==> config.mk <==
export PLATFORM = sky130hd
export DESIGN_NAME = query_loader_flat
export DESIGN_NICKNAME = d
export VERILOG_FILES = /design/src/rtl/query_loader_if.sv /design/src/rtl/query_loader.sv /design/src/flat_wrapper.sv
export SDC_FILE = /design/constraint.sdc
export NUM_CORES = 1
export LEC_CHECK = 0
export ABC_CLOCK_PERIOD_IN_PS = 2700
export BUFFER_PORTS_ARGS = -buffer_cell sky130_fd_sc_hd__buf_4
export CORE_ASPECT_RATIO = 0.8
export CORE_UTILIZATION = 52
export DETAILED_ROUTE_END_ITERATION = 16
export PLACE_DENSITY_LB_ADDON = 0.12
export SYNTH_ARGS = -nofsm -noshare
export SYNTH_HDL_FRONTEND = slang
export SYNTH_SLANG_ARGS = --single-unit
==> constraint.sdc <==
create_clock -name clk_in -period 2.7 [get_ports clk_in]
set_clock_uncertainty 0.15 [all_clocks]
set_input_delay 0.81 -clock clk_in [delete_from_list [all_inputs] [get_ports clk_in]]
set_output_delay 0.81 -clock clk_in [all_outputs]
set_load 0.03 [all_outputs]
==> src/rtl/query_loader_if.sv <==
// query_loader_if: UART byte stream in, query/start bundle out to the engine.
// master drives bytes and engine_idle_in; slave is the loader.
interface query_loader_if #(
   parameter int DIM = 4
);
   logic [7:0]           byte_in;
   logic                 byte_valid_in;
   logic                 engine_idle_in;
   logic [DIM-1:0][31:0] query_out;
   logic [31:0]          vertex_id_out;
   logic [15:0]          k_out;
   logic                 start_out;
   logic                 busy_out;
   logic                 error_out;
   logic                 overrun_out;

   modport master (
      output byte_in, byte_valid_in, engine_idle_in,
      input  query_out, vertex_id_out, k_out,
      input  start_out, busy_out, error_out, overrun_out
   );

   modport slave (
      input  byte_in, byte_valid_in, engine_idle_in,
      output query_out, vertex_id_out, k_out,
      output start_out, busy_out, error_out, overrun_out
   );
endinterface

==> src/rtl/query_loader.sv <==
// query_loader: parses UART frames into a query vector and starts the engine.
// Define QUERY_LOADER_CHECKSUM_EN to add the trailing XOR checksum byte.
module query_loader #(
   parameter int DIM            = 4,
   parameter int TIMEOUT_CYCLES = 100000
) (
   input logic           clk_in,
   input logic           rst_in,
   query_loader_if.slave bus
);
   localparam int QB = 4 * DIM;
   localparam int BW = $clog2(QB + 1);
   localparam int TW = $clog2(TIMEOUT_CYCLES + 1);
   localparam logic [7:0]    SYNC   = 8'hA5;
   localparam logic [TW-1:0] T_LAST = TW'(TIMEOUT_CYCLES - 1);
   localparam logic [BW-1:0] Q_LAST = BW'(QB - 1);

   typedef enum logic [2:0] {
      HUNT,
      VID,
      KVAL,
      QRY,
`ifdef QUERY_LOADER_CHECKSUM_EN
      CSUM,
`endif
      PEND
   } state_t;

   state_t               state;
   logic [BW-1:0]        bcnt;
   logic [TW-1:0]        tcnt;
   logic [31:0]          vid_sh;
   logic [15:0]          k_sh;
   logic [QB*8-1:0]      q_sh;
   logic [DIM-1:0][31:0] q_r;
   logic [31:0]          vid_r;
   logic [15:0]          k_r;
   logic                 start_r;
   logic                 error_r;
   logic                 overrun_r;
`ifdef QUERY_LOADER_CHECKSUM_EN
   logic [7:0]           csum;
`endif

   logic [7:0] b;
   logic       v;
   logic       sync_hit;

   assign b        = bus.byte_in;
   assign v        = bus.byte_valid_in;
   assign sync_hit = v && (b == SYNC);

   always_ff @(posedge clk_in or negedge rst_in) begin
      if (!rst_in) begin
         state     <= HUNT;
         bcnt      <= '0;
         tcnt      <= '0;
         vid_sh    <= '0;
         k_sh      <= '0;
         q_sh      <= '0;
         q_r       <= '0;
         vid_r     <= '0;
         k_r       <= '0;
         start_r   <= 1'b0;
         error_r   <= 1'b0;
         overrun_r <= 1'b0;
`ifdef QUERY_LOADER_CHECKSUM_EN
         csum      <= '0;
`endif
      end else begin
         start_r   <= 1'b0;
         error_r   <= 1'b0;
         overrun_r <= 1'b0;
         unique case (state)
            HUNT: begin
               if (sync_hit) begin
                  state <= VID;
                  bcnt  <= '0;
                  tcnt  <= '0;
`ifdef QUERY_LOADER_CHECKSUM_EN
                  csum  <= '0;
`endif
               end
            end
            PEND: begin
               // a byte arriving on the commit edge belongs to the next frame
               if (bus.engine_idle_in) begin
                  q_r     <= q_sh;
                  vid_r   <= vid_sh;
                  k_r     <= k_sh;
                  start_r <= 1'b1;
                  state   <= sync_hit ? VID : HUNT;
                  bcnt    <= '0;
                  tcnt    <= '0;
`ifdef QUERY_LOADER_CHECKSUM_EN
                  csum    <= '0;
`endif
               end else if (v) begin
                  overrun_r <= 1'b1;
               end
            end
            default: begin
               if (v) begin
                  tcnt <= '0;
                  bcnt <= bcnt + 1'b1;
`ifdef QUERY_LOADER_CHECKSUM_EN
                  csum <= csum ^ b;
`endif
                  case (state)
                     VID: begin
                        vid_sh <= {b, vid_sh[31:8]};
                        if (bcnt == BW'(3)) begin
                           state <= KVAL;
                           bcnt  <= '0;
                        end
                     end
                     KVAL: begin
                        k_sh <= {b, k_sh[15:8]};
                        if (bcnt == BW'(1)) begin
                           state <= QRY;
                           bcnt  <= '0;
                        end
                     end
                     QRY: begin
                        q_sh <= {b, q_sh[QB*8-1:8]};
                        if (bcnt == Q_LAST) begin
                           bcnt <= '0;
`ifdef QUERY_LOADER_CHECKSUM_EN
                           state <= CSUM;
`else
                           state <= PEND;
`endif
                        end
                     end
`ifdef QUERY_LOADER_CHECKSUM_EN
                     CSUM: begin
                        bcnt <= '0;
                        if (b == csum) begin
                           state <= PEND;
                        end else begin
                           error_r <= 1'b1;
                           state   <= HUNT;
                        end
                     end
`endif
                     default: ;
                  endcase
               end else if (tcnt == T_LAST) begin
                  error_r <= 1'b1;
                  state   <= HUNT;
                  tcnt    <= '0;
               end else if (tcnt != '1) begin
                  tcnt <= tcnt + 1'b1;
               end
            end
         endcase
      end
   end

   assign bus.query_out     = q_r;
   assign bus.vertex_id_out = vid_r;
   assign bus.k_out         = k_r;
   assign bus.start_out     = start_r;
   assign bus.error_out     = error_r;
   assign bus.overrun_out   = overrun_r;
   assign bus.busy_out      = (state != HUNT);
endmodule

==> src/flat_wrapper.sv <==
// flat-port wrapper written by rule: the top's interface ports become plain ports
module query_loader_flat 
#(
   parameter int DIM            = 4,
   parameter int TIMEOUT_CYCLES = 100000
)
  (clk_in, rst_in, bus_byte_in, bus_byte_valid_in, bus_engine_idle_in, bus_query_out, bus_vertex_id_out, bus_k_out, bus_start_out, bus_busy_out, bus_error_out, bus_overrun_out);
  query_loader_if #(.DIM(DIM)) bus_i ();
  input logic clk_in;
  input logic rst_in;
  input wire logic [$bits(bus_i.byte_in)-1:0] bus_byte_in;
  input wire logic [$bits(bus_i.byte_valid_in)-1:0] bus_byte_valid_in;
  input wire logic [$bits(bus_i.engine_idle_in)-1:0] bus_engine_idle_in;
  output wire logic [$bits(bus_i.query_out)-1:0] bus_query_out;
  output wire logic [$bits(bus_i.vertex_id_out)-1:0] bus_vertex_id_out;
  output wire logic [$bits(bus_i.k_out)-1:0] bus_k_out;
  output wire logic [$bits(bus_i.start_out)-1:0] bus_start_out;
  output wire logic [$bits(bus_i.busy_out)-1:0] bus_busy_out;
  output wire logic [$bits(bus_i.error_out)-1:0] bus_error_out;
  output wire logic [$bits(bus_i.overrun_out)-1:0] bus_overrun_out;
  assign bus_i.byte_in = bus_byte_in;
  assign bus_i.byte_valid_in = bus_byte_valid_in;
  assign bus_i.engine_idle_in = bus_engine_idle_in;
  assign bus_query_out = bus_i.query_out;
  assign bus_vertex_id_out = bus_i.vertex_id_out;
  assign bus_k_out = bus_i.k_out;
  assign bus_start_out = bus_i.start_out;
  assign bus_busy_out = bus_i.busy_out;
  assign bus_error_out = bus_i.error_out;
  assign bus_overrun_out = bus_i.overrun_out;
  query_loader #(.DIM(DIM), .TIMEOUT_CYCLES(TIMEOUT_CYCLES)) u_core (.clk_in(clk_in), .rst_in(rst_in), .bus(bus_i));
endmodule
==> out/metrics.yaml <==
final_layout_size_suffix_gt1_share_pct: 55.3
post_synth_inst_count: 924
hold_path_class: "input pin to asynchronous set/reset pin"
clock_tree.root_cell: "sky130_fd_sc_hd__clkbuf_16"
cts_tree: "done"
ant_nets: 0
numCtsBuffers: 37
yosys_most_used_dff: "sky130_fd_sc_hd__dfrtp_1"
crit-reg2reg-capture: "u_core.tcnt[9]$_DFFE_PN0P_"
die_h_um: 152
reg2regPathDepth: 10
asyncSetResetFlopFracSynth_pct: 100
post_synth_instance_area_um2: 14600
route.detailed.drc: 0
p_per_area_nw_per_um2: 663
layout.nets: 1162
slew_headroom_pct: 68.4
detail_route.vias_per_cell: 5.43
finalHoldViolations: 0
cts.htree.levels: 2
top_level_ports: 192
insertion_delay_ps: 510
full_die_area_um2: 28800
globalplace.congestion: 0.809
grt.met2_usage_pct: 30.7
vias_in_the_first_global_route: 8561
worst-slew-pin-transition_ps: 474
run_status: "complete, no violations"
synthesized_area_fraction_occupied_by_ao_oa_aoi_and_oai_cells_pct: 2.52
mostFrequentLayoutCells: "378 x sky130_fd_sc_hd__dfrtp_1, 353 x sky130_fd_sc_hd__mux2_2, 213 x sky130_fd_sc_hd__buf_4"
final.min_clock_period_ps: 2630
timing.critical_path.required_ps: 1740
postSynthRegisterBits: 380
rows: 54
synth.yosys.warnings: 0
setup.worst_path.start_class: "flop"
p_leak_uw: 0.00935
post_synth_mux_area_share_pct: 27.2
initialDrtViolationCount: 379
grt_antenna_before_repair: 0
area_of_the_core_region_um2: 27500
path_class: "flop to output port"
final-max-slew-violation-count: 0
synthToLayoutAreaGrowth_pct: 22.5
synthXorXnorAreaFrac_pct: 0.0598
total_of_buffers_placed_on_input_and_output_ports: 191
global_route.usage.total_pct: 20.6
layout_commonest_cell: "sky130_fd_sc_hd__dfrtp_1"
dp_hpwl_um: 19100
final.hold.worst_slack_ps: 51.2
ys_seq_area_share_pct: 64.9
max_clock_freq_ghz: 0.380
final_core_util_pct: 65.2
mean_syn_cell_area_um2: 15.8
synthesis.nets: 942
dominant_combinational_cell_family_by_area_after_synthesis: "multiplexers"
clkPwrFrac_pct: 42.0
die_x_um: 190
synth_edf_count: 0
share_comb_of_total_power_pct: 6.0
routed_wl_um: 28800
grt_max_degree: 75
post-place-cells: 1468
busiest_layer: "met1"
worst-r2r-setup-slack_ps: 200
overflow: 0
rsz_0062_raised_after_global_routing: "false"
final-setup-viol-count: 0
maxCapViolations: 0
dr_total_vias: 8333
worstPathArrival_ps: 1670
switching_share_pct: 22.5
post-route-period-util_pct: 97.4
cts.path.max_buffers: 3
start_of_the_worst_register_to_register_path: "u_core.tcnt[7]$_DFFE_PN0P_"
vdd_ir_drop_max_uv: 425
critPathMaxFanout: 11
drt_pass1_iterations: 4
yosysUniqueCellTypes: 52
cts.clk_slew.worst_paths_ps: 60
routedWlPerCell_um: 18.8
synth_largest_area_cell: "sky130_fd_sc_hd__dfrtp_1"
switching_power_uw: 2680
ys_top_cells_by_area: "sky130_fd_sc_hd__dfrtp_1 65%, sky130_fd_sc_hd__mux2_2 27%, sky130_fd_sc_hd__buf_2 1.1%, sky130_fd_sc_hd__nand2_1 0.59%, sky130_fd_sc_hd__ha_1 0.51%"
worst_setup_path_end_kind: "output port"
fin_total_pwr_uw: 11900
power.internal_uw: 9220
global_route.usage.met3_pct: 4.80
pwr-share-seq_pct: 52.0
share_of_the_synthesized_area_in_the_top_cell_type_pct: 64.9
fraction_of_the_mapped_netlist_area_in_adder_cells_pct: 0.513
synth_simple_gate_area_share_pct: 3.08
grt_pass1_wl_um: 47600
floorplan.initialDensity_pct: 53.2
numClockSinks: 380
layout.cells.non_filler: 1534
grt.met1_usage_pct: 30.8
## metrics by stage
stage	TNS, ps	setup WS, ps	cell area, um2
final	0	70.9	17900
after global routing	0	6.58	17900
after CTS	0	33.8	17900
after detailed placement	-15.5	-15.5	16700
after global placement	-2.26	-2.26	16700
after floorplan	0	8.17	14600
## how the worst max path moves through the flow
stage	from	end	slack, ps
after global routing	u_core.tcnt[7]$_DFFE_PN0P_	u_core.tcnt[9]$_DFFE_PN0P_	7
after global placement	bus_byte_in[1]	u_core.tcnt[0]$_DFFE_PN0P_	-2
after floorplan	u_core.tcnt[7]$_DFFE_PN0P_	u_core.tcnt[11]$_DFFE_PN0P_	8
after detailed placement	bus_byte_in[1]	u_core.tcnt[0]$_DFFE_PN0P_	-20
final	u_core.state[0]$_DFFE_PN0P_	bus_busy_out	70
after CTS	u_core.state[0]$_DFFE_PN0P_	bus_busy_out	30
## flip-flops by register name (all words and copies together) (netlist names)
signal                    cells
u_core.q_sh                 128
u_core.k_sh                  16
u_core.bus.vertex_id_out     32
u_core.bus.start_out          1
u_core.bcnt                   5
u_core.vid_sh                32
u_core.state                  3
u_core.bus.error_out          1
u_core.tcnt                  17
u_core.bus.query_out        128
u_core.bus.overrun_out        1
u_core.bus.k_out             16
## final cells by class
| cell class | instances | area [um2] |
|---|---|---|
| Fill cell | 2061 | 9570 |
| Sequential cell | 380 | 9510 |
| Multi-Input combinational cell | 492 | 4910 |
| Timing Repair Buffer | 226 | 1850 |
| Clock buffer | 53 | 1040 |
| Tap cell | 364 | 455 |
| Clock inverter | 11 | 134 |
| Inverter | 7 | 26.3 |
| Antenna cell | 1 | 2.50 |
## cell families (layout without fill, tap and decap cells)
| group | Yosys count | in the layout |
|---|---|---|
| flip-flops | 380 | 380 |
| multiplexers | 354 | 354 |
| AND/OR/NAND/NOR | 78 | 78 |
| AO/OA/AOI/OAI | 53 | 53 |
| buffers and inverters | 52 | 297 |
| adder cells (fa/ha/maj) | 6 | 6 |
| XOR/XNOR | 1 | 1 |
| other | 0 | 1 |
## power groups by stage
| stage | combinational (uW) | sequential, uW | clock (uW) |
|---|---|---|---|
| CTS | 726 | 6190 | 5140 |
| global placement | 701 | 6280 | 0 |
| finish | 712 | 6190 | 4990 |
| detailed placement | 724 | 6290 | 0 |
| global route | 792 | 6230 | 5340 |
| floorplan | 372 | 6270 | 0 |
## worst max-delay path, stage by stage (launching register included)
cell                      delay (ps)
sky130_fd_sc_hd__dfrtp_2         490
sky130_fd_sc_hd__or3_1           460
sky130_fd_sc_hd__buf_4           200
## per-layer routing
| metal | up-vias | wire length [um] | part of all wire [%] |
|---|---|---|---|
| met5 | - | 0 | 0 |
| met4 | 0 | 514 | 1.8 |
| met3 | 40 | 1820 | 6.3 |
| met2 | 189 | 13000 | 45 |
| met1 | 4335 | 13500 | 47 |
| li1 | 3769 | - | - |
## Yosys cell counts, drive strengths merged, types with 2 or more instances
library cell	instances
nand4	5
buf	34
o22ai	2
nand3	8
a31oi	10
nor4	3
dfrtp	380
nand2b	3
nand2	23
clkbuf	11
or4b	2
o31ai	2
nor2	9
mux2	353
nand4b	2
o21ai	15
nor3	6
and3	3
inv	7
a21o	2
nor3b	2
o41ai	2
ha	6
a22o	4
a21oi	5
a41oi	4
and2	3
or3	3
## what timing repair did
action	in CTS	in global routing
setup buffers	0	1
gates resized for setup	0	4
setup endpoints to repair	0	8
hold buffers	0	0
(Power assumes the default switching activity.)
